File: src/rtl/dct_tile_assembler.sv
// dct_tile_assembler
//
// Front end for the combinational 8x8 2D DCT. Pixels arrive in raster order and
// are converted to 16-bit sign-magnitude words (bit15 sign, bits[14:4] integer
// magnitude, bits[3:0] zero fraction). 64 words are collected into an 8x8 tile.
// The whole tile is then presented in parallel. Two banks are used as a ping-pong
// pair, so one tile can fill while the other waits for the DCT.
//
// Ports:
//   clk        rising-edge clock
//   rst_n      asynchronous active-low reset
//   pix_data   unsigned 8-bit pixel
//   pix_valid  pix_data valid this cycle
//   pix_sof    first pixel of a tile (qualified by pix_valid)
//   pix_ready  a pixel can be accepted this cycle
//   blk_data   64 x 16-bit tile, word k = 8*row + col on bits [16k+15:16k]
//   blk_valid  a complete tile is on blk_data
//   blk_ready  downstream consumes the tile this cycle
//   sof_err    sticky: a tile was truncated by an early pix_sof
//
// Parameter:
//   LEVEL_SHIFT  1 = subtract 128 before conversion, 0 = unsigned pass-through

module dct_tile_assembler #(
    parameter bit LEVEL_SHIFT = 1'b0
) (
    input  logic          clk,
    input  logic          rst_n,
    input  logic [7:0]    pix_data,
    input  logic          pix_valid,
    input  logic          pix_sof,
    output logic          pix_ready,
    output logic [1023:0] blk_data,
    output logic          blk_valid,
    input  logic          blk_ready,
    output logic          sof_err
);

    typedef enum logic [1:0] {
        StEmpty,
        StFilling,
        StFull
    } bank_st_e;

    bank_st_e      bank_st_q [2];
    bank_st_e      bank_st_d [2];
    logic          wr_q, wr_d;
    logic          rd_q, rd_d;
    logic [5:0]    idx_q, idx_d;
    logic          sof_err_q, sof_err_d;

    // Tile storage carries no reset: contents only matter while a bank is FULL,
    // and bank state is what reset clears.
    logic [1023:0] bank_q [2];

    logic          wr_en;
    logic [5:0]    wr_addr;
    logic [15:0]   wr_word;
    logic          accept;
    logic          consume;

    logic          pix_sign;
    logic [7:0]    pix_mag;

    // Pixel to sign-magnitude word. Under level shift, pixel 128 maps to +0.
    // Negative values occur only for pixels below 128, so -0 cannot appear.
    always_comb begin
        pix_sign = 1'b0;
        pix_mag  = pix_data;
        if (LEVEL_SHIFT) begin
            if (pix_data[7]) begin
                pix_mag = {1'b0, pix_data[6:0]};
            end else begin
                pix_sign = 1'b1;
                pix_mag  = 8'd128 - pix_data;
            end
        end
        wr_word = {pix_sign, 3'b000, pix_mag, 4'b0000};
    end

    always_comb begin
        bank_st_d = bank_st_q;
        wr_d      = wr_q;
        rd_d      = rd_q;
        idx_d     = idx_q;
        sof_err_d = sof_err_q;
        wr_en     = 1'b0;
        wr_addr   = idx_q;

        pix_ready = (bank_st_q[wr_q] != StFull);
        blk_valid = (bank_st_q[rd_q] == StFull);
        accept    = pix_valid && pix_ready;
        consume   = blk_valid && blk_ready;

        // A consume always targets a FULL bank and an accept always targets a
        // non-FULL bank. The two updates below therefore never touch the same bank.
        if (consume) begin
            bank_st_d[rd_q] = StEmpty;
            rd_d            = ~rd_q;
        end

        if (accept) begin
            wr_en = 1'b1;
            if (pix_sof && (idx_q != 6'd0)) begin
                // Early start of frame: drop the partial tile and restart it with this sample.
                wr_addr            = 6'd0;
                idx_d              = 6'd1;
                sof_err_d          = 1'b1;
                bank_st_d[wr_q]    = StFilling;
            end else if (idx_q == 6'd63) begin
                bank_st_d[wr_q]    = StFull;
                wr_d               = ~wr_q;
                idx_d              = 6'd0;
            end else begin
                bank_st_d[wr_q]    = StFilling;
                idx_d              = idx_q + 6'd1;
            end
        end
    end

    always_ff @(posedge clk or negedge rst_n) begin
        if (!rst_n) begin
            bank_st_q[0] <= StEmpty;
            bank_st_q[1] <= StEmpty;
            wr_q         <= 1'b0;
            rd_q         <= 1'b0;
            idx_q        <= 6'd0;
            sof_err_q    <= 1'b0;
        end else begin
            bank_st_q <= bank_st_d;
            wr_q      <= wr_d;
            rd_q      <= rd_d;
            idx_q     <= idx_d;
            sof_err_q <= sof_err_d;
        end
    end

    always_ff @(posedge clk) begin
        if (wr_en) begin
            bank_q[wr_q][{wr_addr, 4'b0000} +: 16] <= wr_word;
        end
    end

    // Gate the tile so the output reads zero whenever no tile is presented.
    assign blk_data = blk_valid ? bank_q[rd_q] : '0;
    assign sof_err  = sof_err_q;

endmodule
File: config.mk
export PLATFORM = sky130hd
export DESIGN_NAME = dct_tile_assembler
export DESIGN_NICKNAME = d
export VERILOG_FILES = /design/src/rtl/dct_tile_assembler.sv
export SDC_FILE = /design/constraint.sdc
export NUM_CORES = 1
export LEC_CHECK = 0
export BUFFER_PORTS_ARGS = -buffer_cell sky130_fd_sc_hd__buf_2
export CAP_MARGIN = 20
export CORE_AREA = 5 5 396 398
export DETAILED_ROUTE_END_ITERATION = 6
export DIE_AREA = 0 0 401 403
export SLEW_MARGIN = 20
export SYNTH_ARGS = -nofsm -noshare
export SYNTH_HDL_FRONTEND = slang
export SYNTH_SLANG_ARGS = --single-unit
File: constraint.sdc
create_clock -name clk -period 4.66 [get_ports clk]
set_clock_uncertainty 0.15 [all_clocks]
set_input_delay 0.932 -clock clk [delete_from_list [all_inputs] [get_ports clk]]
set_output_delay 0.932 -clock clk [all_outputs]
set_load 0.005 [all_outputs]
==> reports/results.txt, run 1 <==
status -> complete, no violations
CTS hold repair buffers -> 1
Rows -> 144
top-area cell type share of the netlist area -> 65.0%
clock buffer count from CTS -> 110
Leakage -> 20.2 nW
I/O pin total -> 1,040
Layout Utilization -> 36.1%
count of state elements after synthesis -> 1,037
Largest delay share family, worst path -> buffers and inverters
initial core utilization -> 30.9%
RSZ-0062 raised after global routing -> no
Residual DRC -> 0
Critical Path RT -> 3.58 ns
Synth Cell Area -> 47,300 um2
max incr delay on CP -> 0.79 ns
YS warnings -> 0
Power Dens Cells -> 435 nW/um2
Clock transition at path regs -> 0.06 ns
Resized cells post-CTS -> 0
Slew @ Worst Pin -> 1.11 ns
share of cells above drive strength 1 -> 21.9%
clock sink count -> 1,037
Clock Power Share -> 35.8%
Layout Nets -> 4,368
Power Total -> 24.0 mW
register area share after synthesis -> 65.6%
final instance area -> 55,200 um2
Worst VDD drop -> 0.000322 V
largest net degree at the start of global routing -> 99
Die Height -> 403 um
internal power -> 16.5 mW
Comb power frac -> 21.0%
1st-pass router iterations -> 5
final-report hold violation count -> 0
antenna violations before repair -> 12
grt ovf -> 0
initial drt markers -> 2,262
DP Area -> 51,600 um2
EDFF count, synth -> 1,024
startpoint types -> register
ys flop type -> edfxtp_1
Die W -> 401 um
Setup Buffers After CTS -> 0
CP Capture Type -> output port
period utilisation layout -> 92.8%
largest area contributor in the netlist -> edfxtp_1
part of the power in registers -> 43.1%
Area Overhead vs Synth -> 16.6%
Total GRT Usage -> 18.7%
CTS tree -> built
post-layout minimum cycle time -> 4.32 ns
Synth cell types -> 72
WP buf/inv -> 3
most frequent cells in the layout -> 1,024 x edfxtp_1, 972 x nor2_1, 527 x buf_2
critical-path cell list -> buf_4 -> buf_4 -> mux2i_1 -> nor2_1 -> buf_2
Synth area leaders -> edfxtp_1 65%, mux2i_1 11%, buf_4 8.3%
kind of critical path -> register to output port
CP Max Fanout -> 31
DR WL/cell -> 24.5 um
Psw -> 7.55 mW
Hold/Removal Path Class -> input pin to register
Final HPWL DP -> 116,000 um
die area -> 162,000 um2
root buf cell -> clkbuf_16
latest clock arrival within the worst-skew pair -> 0.74 ns
maximum clock rate -> 0.231 GHz
average size of a mapped cell -> 12.8 um2
CORE AREA -> 153,000 um2
Crit path top cell by count -> buf_4
max_cap viols -> 0
vias per cell -> 4.57
fill cell count -> 14,939
PortBufs -> 527
number of global-route vias before repair -> 28,935
max-slew violation count -> 0
setup TNS -> 0 ns
WP data arrival -> 3.24 ns
commonest non-fill, non-tap cell in the layout -> edfxtp_1
DRT Wirelength -> 159,000 um
Setup violations, final -> 0
htree depth -> 3
Post-Syn Instances -> 3,698
Rel. slew slack -> 25.7%
first-pass GRT wire length -> 216,000 um
DR vias -> 29,668
Final Wtd Congestion -> 0.824
Routed Antenna Nets -> 0
slowest CP cell -> dfrtp_4
Switching Fraction -> 31.4%
clk buf depth -> 3
async set-reset flop share out of synthesis -> 1.25%
==> through the flow <==
stage	worst slack, ns	cells	hold WS, ns
after global placement	0.272	6281	0.305
after floorplan	0.525	4209	0.309
after detailed placement	0.259	6281	0.306
after CTS	0.188	6487	0.218
after global routing	0.131	6488	0.271
final	0.337	6491	0.305
==> Yosys cell counts, drive strengths merged, types with 4 or more instances <==
cell type and n:
and3 7, mux2i 514, nand2 47, a31oi 4
ha 5, inv 11, o21ai 15, nor3 188
nand3 39, buf 580, a21oi 8, dfrtp 13
edfxtp 1024, nor4 5, nor2b 7, clkbuf 158
nand4 33, nand2b 4, and2 15, xor2 4
nor2 974
==> worst register-to-register path, cell delays in order, from the launching register on <==
cell and delay, ns:
dfrtp_1 0.49, or3b_4 0.47, and3_4 0.27, nand2_2 0.14, nand2_1 0.11, ha_1 0.28, buf_4 0.18, nor2b_1 0.11
nand4_1 0.19, a31oi_1 0.39, buf_4 0.22, o21ai_1 0.38, buf_4 0.32, nor2_1 0.10, buf_4 0.18
==> cell type report <==
cell class | instances | area, um2 | area share, %
clock inverter | 71 | 684 | 1.24
tap | 2044 | 2560 | 4.63
clock buffer | 134 | 2840 | 5.15
multi-input combinational | 2423 | 13400 | 24.2
timing repair buffer | 767 | 4590 | 8.32
inverter | 11 | 41.3 | 0.0748
antenna | 4 | 10.0 | 0.0181
sequential | 1037 | 31100 | 56.3
==> worst paths after layout <==
path,slack [ns],cells after the start,from,to
min,0.31,2,blk_ready,bank_st_q[1]$_DFF_PN0_
max in group asynchronous,3.45,2,rst_n,rd_q$_DFFE_PN0P_
max,0.34,5,rd_q$_DFFE_PN0P_,blk_data[485]
max reg2reg,0.38,14,wr_q$_DFFE_PN0P_,bank_q[0][661]$_DFFE_PP_
min reg2reg,0.32,1,sof_err$_DFFE_PN0P_,sof_err$_DFFE_PN0P_
min in group asynchronous,0.59,2,rst_n,rd_q$_DFFE_PN0P_
==> power groups by stage <==
stage / combinational (mW) / clock [mW] / sequential [mW]
final: 5.05 / 8.61 / 10.4
after floorplan: 3.22 / 0 / 10.5
after global placement: 5.03 / 0 / 10.6
after CTS: 5.07 / 8.78 / 10.4
after global routing: 5.34 / 9.14 / 10.4
after detailed placement: 5.06 / 0 / 10.6
==> flip-flops by register name (all words and copies together) (netlist names) <==
| signal | cells |
|---|---|
| bank_q | 1024 |
| idx_q | 6 |
| bank_st_q | 4 |
| rd_q | 1 |
| sof_err | 1 |
| wr_q | 1 |
==> cell families (layout without fill, tap and decap cells) <==
family                   Yosys count  after routing  share of synthesized area (%)
AND/OR/NAND/NOR                 1334           1334                           12.0
flip-flops                      1037           1037                           65.6
other                              1            516                        0.00792
buffers and inverters            749            983                           10.3
AO/OA/AOI/OAI                     50             50                          0.854
adder cells (fa/ha/maj)            5              5                          0.132
multiplexers                     515            515                           10.9
XOR/XNOR                           7              7                          0.145
==> metal layers <==
metal  track usage (%)  vias to the layer above  wire, um
met3              5.22                      231     13500
met2              31.8                     1165     78800
met5                 0                        -         0
met1              22.8                    14935     61300
li1                  -                    13337         -
met4              6.25                        0      5200
Power figures use the tool's default switching activity.
==> run 2: changes to the inputs <==
--- a/config.mk
+++ b/config.mk
@@ -10,6 +10,7 @@
 export CORE_AREA = 5 5 396 398
 export DETAILED_ROUTE_END_ITERATION = 6
 export DIE_AREA = 0 0 401 403
+export PLACE_DENSITY_LB_ADDON = 0.08
 export SLEW_MARGIN = 20
 export SYNTH_ARGS = -nofsm -noshare
 export SYNTH_HDL_FRONTEND = slang
==> run 2 against run 1 <==
- non-clock buffer count grew 12
- final cell count increased by 0.37%
- sequential share of layout area down 0.19 points
- worst hold slack improved by 0.022 ns
- cell area rose by 0.34%
- highest routed layer is now met5
==> reports/results.txt, run 2 (same netlist as run 1, synthesis figures left out) <==
startpoint types -> register (unchanged)
Crit path top cell by count -> buf_4 (unchanged)
commonest non-fill, non-tap cell in the layout -> edfxtp_1 (unchanged)
Final HPWL DP -> 115,000 um (was 116,000 um)
internal power -> 16.6 mW (was 16.5 mW)
slowest CP cell -> dfrtp_4 (unchanged)
max-slew violation count -> 0 (unchanged)
antenna violations before repair -> 17 (was 12)
initial drt markers -> 1,732 (was 2,262)
Die Height -> 403 um (unchanged)
Clock transition at path regs -> 0.07 ns (was 0.06 ns)
RSZ-0062 raised after global routing -> no (unchanged)
DRT Wirelength -> 166,000 um (was 159,000 um)
kind of critical path -> register to output port (unchanged)
htree depth -> 3 (unchanged)
WP data arrival -> 3.23 ns (was 3.24 ns)
I/O pin total -> 1,040 (unchanged)
setup TNS -> 0 ns (unchanged)
Die W -> 401 um (unchanged)
Residual DRC -> 0 (unchanged)
Slew @ Worst Pin -> 1.09 ns (was 1.11 ns)
Power Dens Cells -> 438 nW/um2 (was 435 nW/um2)
DR WL/cell -> 25.4 um (was 24.5 um)
Critical Path RT -> 3.58 ns (about the same)
final-report hold violation count -> 0 (unchanged)
max_cap viols -> 0 (unchanged)
Worst VDD drop -> 0.000295 V (was 0.000322 V)
final setup margin -> 0.344 ns (was 0.337 ns)
Layout Utilization -> 36.2% (was 36.1%)
CP Capture Type -> output port (unchanged)
final instance area -> 55,400 um2 (was 55,200 um2)
Area Overhead vs Synth -> 17.0% (was 16.6%)
Psw -> 7.67 mW (was 7.55 mW)
latest clock arrival within the worst-skew pair -> 0.72 ns (was 0.74 ns)
Min Hold Slack -> 0.327 ns (was 0.305 ns)
clk buf depth -> 3 (unchanged)
Largest Register -> bank_q (unchanged)
period utilisation layout -> 92.6% (was 92.8%)
Multi-input gate area -> 13,400 um2 (about the same)
fill cell count -> 15,128 (was 14,939)
Final Wtd Congestion -> 0.776 (was 0.824)
maximum clock rate -> 0.232 GHz (was 0.231 GHz)
status -> complete, no violations (unchanged)
Power Total -> 24.3 mW (was 24.0 mW)
Total GRT Usage -> 19.6% (was 18.7%)
most frequent cells in the layout -> 1,024 x edfxtp_1, 972 x nor2_1, 527 x buf_2 (unchanged)
Leakage -> 20.4 nW (was 20.2 nW)
placed cells -> 6,293 (was 6,281)
clock buffer count from CTS -> 117 (was 110)
Hold/Removal Path Class -> register to register (was input pin to register)
root buf cell -> clkbuf_16 (unchanged)
Layout Nets -> 4,387 (was 4,368)
post-layout minimum cycle time -> 4.32 ns (about the same)
Largest register FFs -> 1,024 (unchanged)
Comb power frac -> 21.5% (was 21.0%)
PortBufs -> 527 (unchanged)
non-filler cells, final -> 6,515 (was 6,491)
number of global-route vias before repair -> 29,389 (was 28,935)
clock sink count -> 1,037 (unchanged)
CORE AREA -> 153,000 um2 (unchanged)
Rel. slew slack -> 25.1% (was 25.7%)
Clock Power Share -> 35.8% (about the same)
CP Max Fanout -> 34 (was 31)
Rows -> 144 (unchanged)
Routed Antenna Nets -> 0 (unchanged)
initial core utilization -> 30.9% (unchanged)
pre-CTS setup slack -> 0.342 ns (was 0.259 ns)
Seq. cell area -> 31,100 um2 (unchanged)
Switching Fraction -> 31.6% (was 31.4%)
first-pass GRT wire length -> 228,000 um (was 216,000 um)
critical-path cell list -> buf_4 -> buf_4 -> mux2i_1 -> nor2_1 -> buf_2 (unchanged)
share of cells above drive strength 1 -> 21.8% (was 21.9%)
1st-pass router iterations -> 5 (unchanged)
DP Area -> 51,800 um2 (was 51,600 um2)
largest registers -> bank_q (1024), idx_q (6), bank_st_q (4) (unchanged)
grt ovf -> 0 (unchanged)
CTS tree -> built (unchanged)
Setup violations, final -> 0 (unchanged)
max incr delay on CP -> 0.70 ns (was 0.79 ns)
largest net degree at the start of global routing -> 102 (was 99)
die area -> 162,000 um2 (unchanged)
vias per cell -> 4.51 (was 4.57)
DR vias -> 29,406 (was 29,668)
part of the power in registers -> 42.7% (was 43.1%)
-- run 2: cell types whose count changed in the layout (fill, tap and decap cells not counted), sizes merged, moves of 3 or more --
| cell | change |
|---|---|
| buf | +12 |
| bufinv | -4 |
| clkbuf | +21 |
| clkinv | -3 |
| diode | +4 |
| inv | -7 |
-- run 2: final timing paths --
check                                     from                  endpoint  slack [ns]  cells past startpoint
setup / recovery              rd_q$_DFFE_PN0P_             blk_data[267]        0.34                      5
hold / removal             sof_err$_DFFE_PN0P_       sof_err$_DFFE_PN0P_        0.33                      1
setup reg to reg              wr_q$_DFFE_PN0P_  bank_q[0][491]$_DFFE_PP_        0.45                     12
hold reg to reg            sof_err$_DFFE_PN0P_       sof_err$_DFFE_PN0P_        0.33                      1
max in group asynchronous                rst_n          rd_q$_DFFE_PN0P_        3.39                      2
min in group asynchronous                rst_n       sof_err$_DFFE_PN0P_        0.65                      2
-- run 2: power by group through the flow --
stage          Clock (mW)  Combinational (mW)  Sequential, mW
6_report             8.69                5.22            10.4
5_1_grt              9.33                5.55            10.4
4_1_cts              8.94                5.30            10.4
3_5_place_dp            0                5.29            10.6
3_3_place_gp            0                5.29            10.6
2_1_floorplan           0                3.22            10.5
-- run 2: final cells by class --
class | count | area share, %
well taps | 2044 | 4.62
clock inverters | 58 | 0.771
multi-input cells | 2423 | 24.1
repair buffers | 779 | 8.59
inverters | 11 | 0.0746
diodes | 8 | 0.0362
flip-flops and latches | 1037 | 56.1
clock buffers | 155 | 5.66
-- run 2: what timing repair did --
item                      4_1_cts  5_1_grt
resized for setup               0        0
hold endpoints to repair       13        0
setup buffers                   0        0
hold buffers                    1        0
-- run 2: metal layers --
metal	global-route usage, %	wire length, um	share of wire (%)	vias up
met5	0	41	0.025	-
met4	5.16	3820	2.3	6
met3	3.42	8410	5.1	192
met2	33.5	82000	50	881
met1	25.8	71300	43	14933
li1	-	-	-	13394
-- run 2: critical path, delay by kind of cell, from the launching register on --
family / cells / cell delay (ns)
buffers and inverters: 3 / 1.35
DFF: 1 / 0.70
muxes: 1 / 0.17
and+or+nand+nor: 1 / 0.24
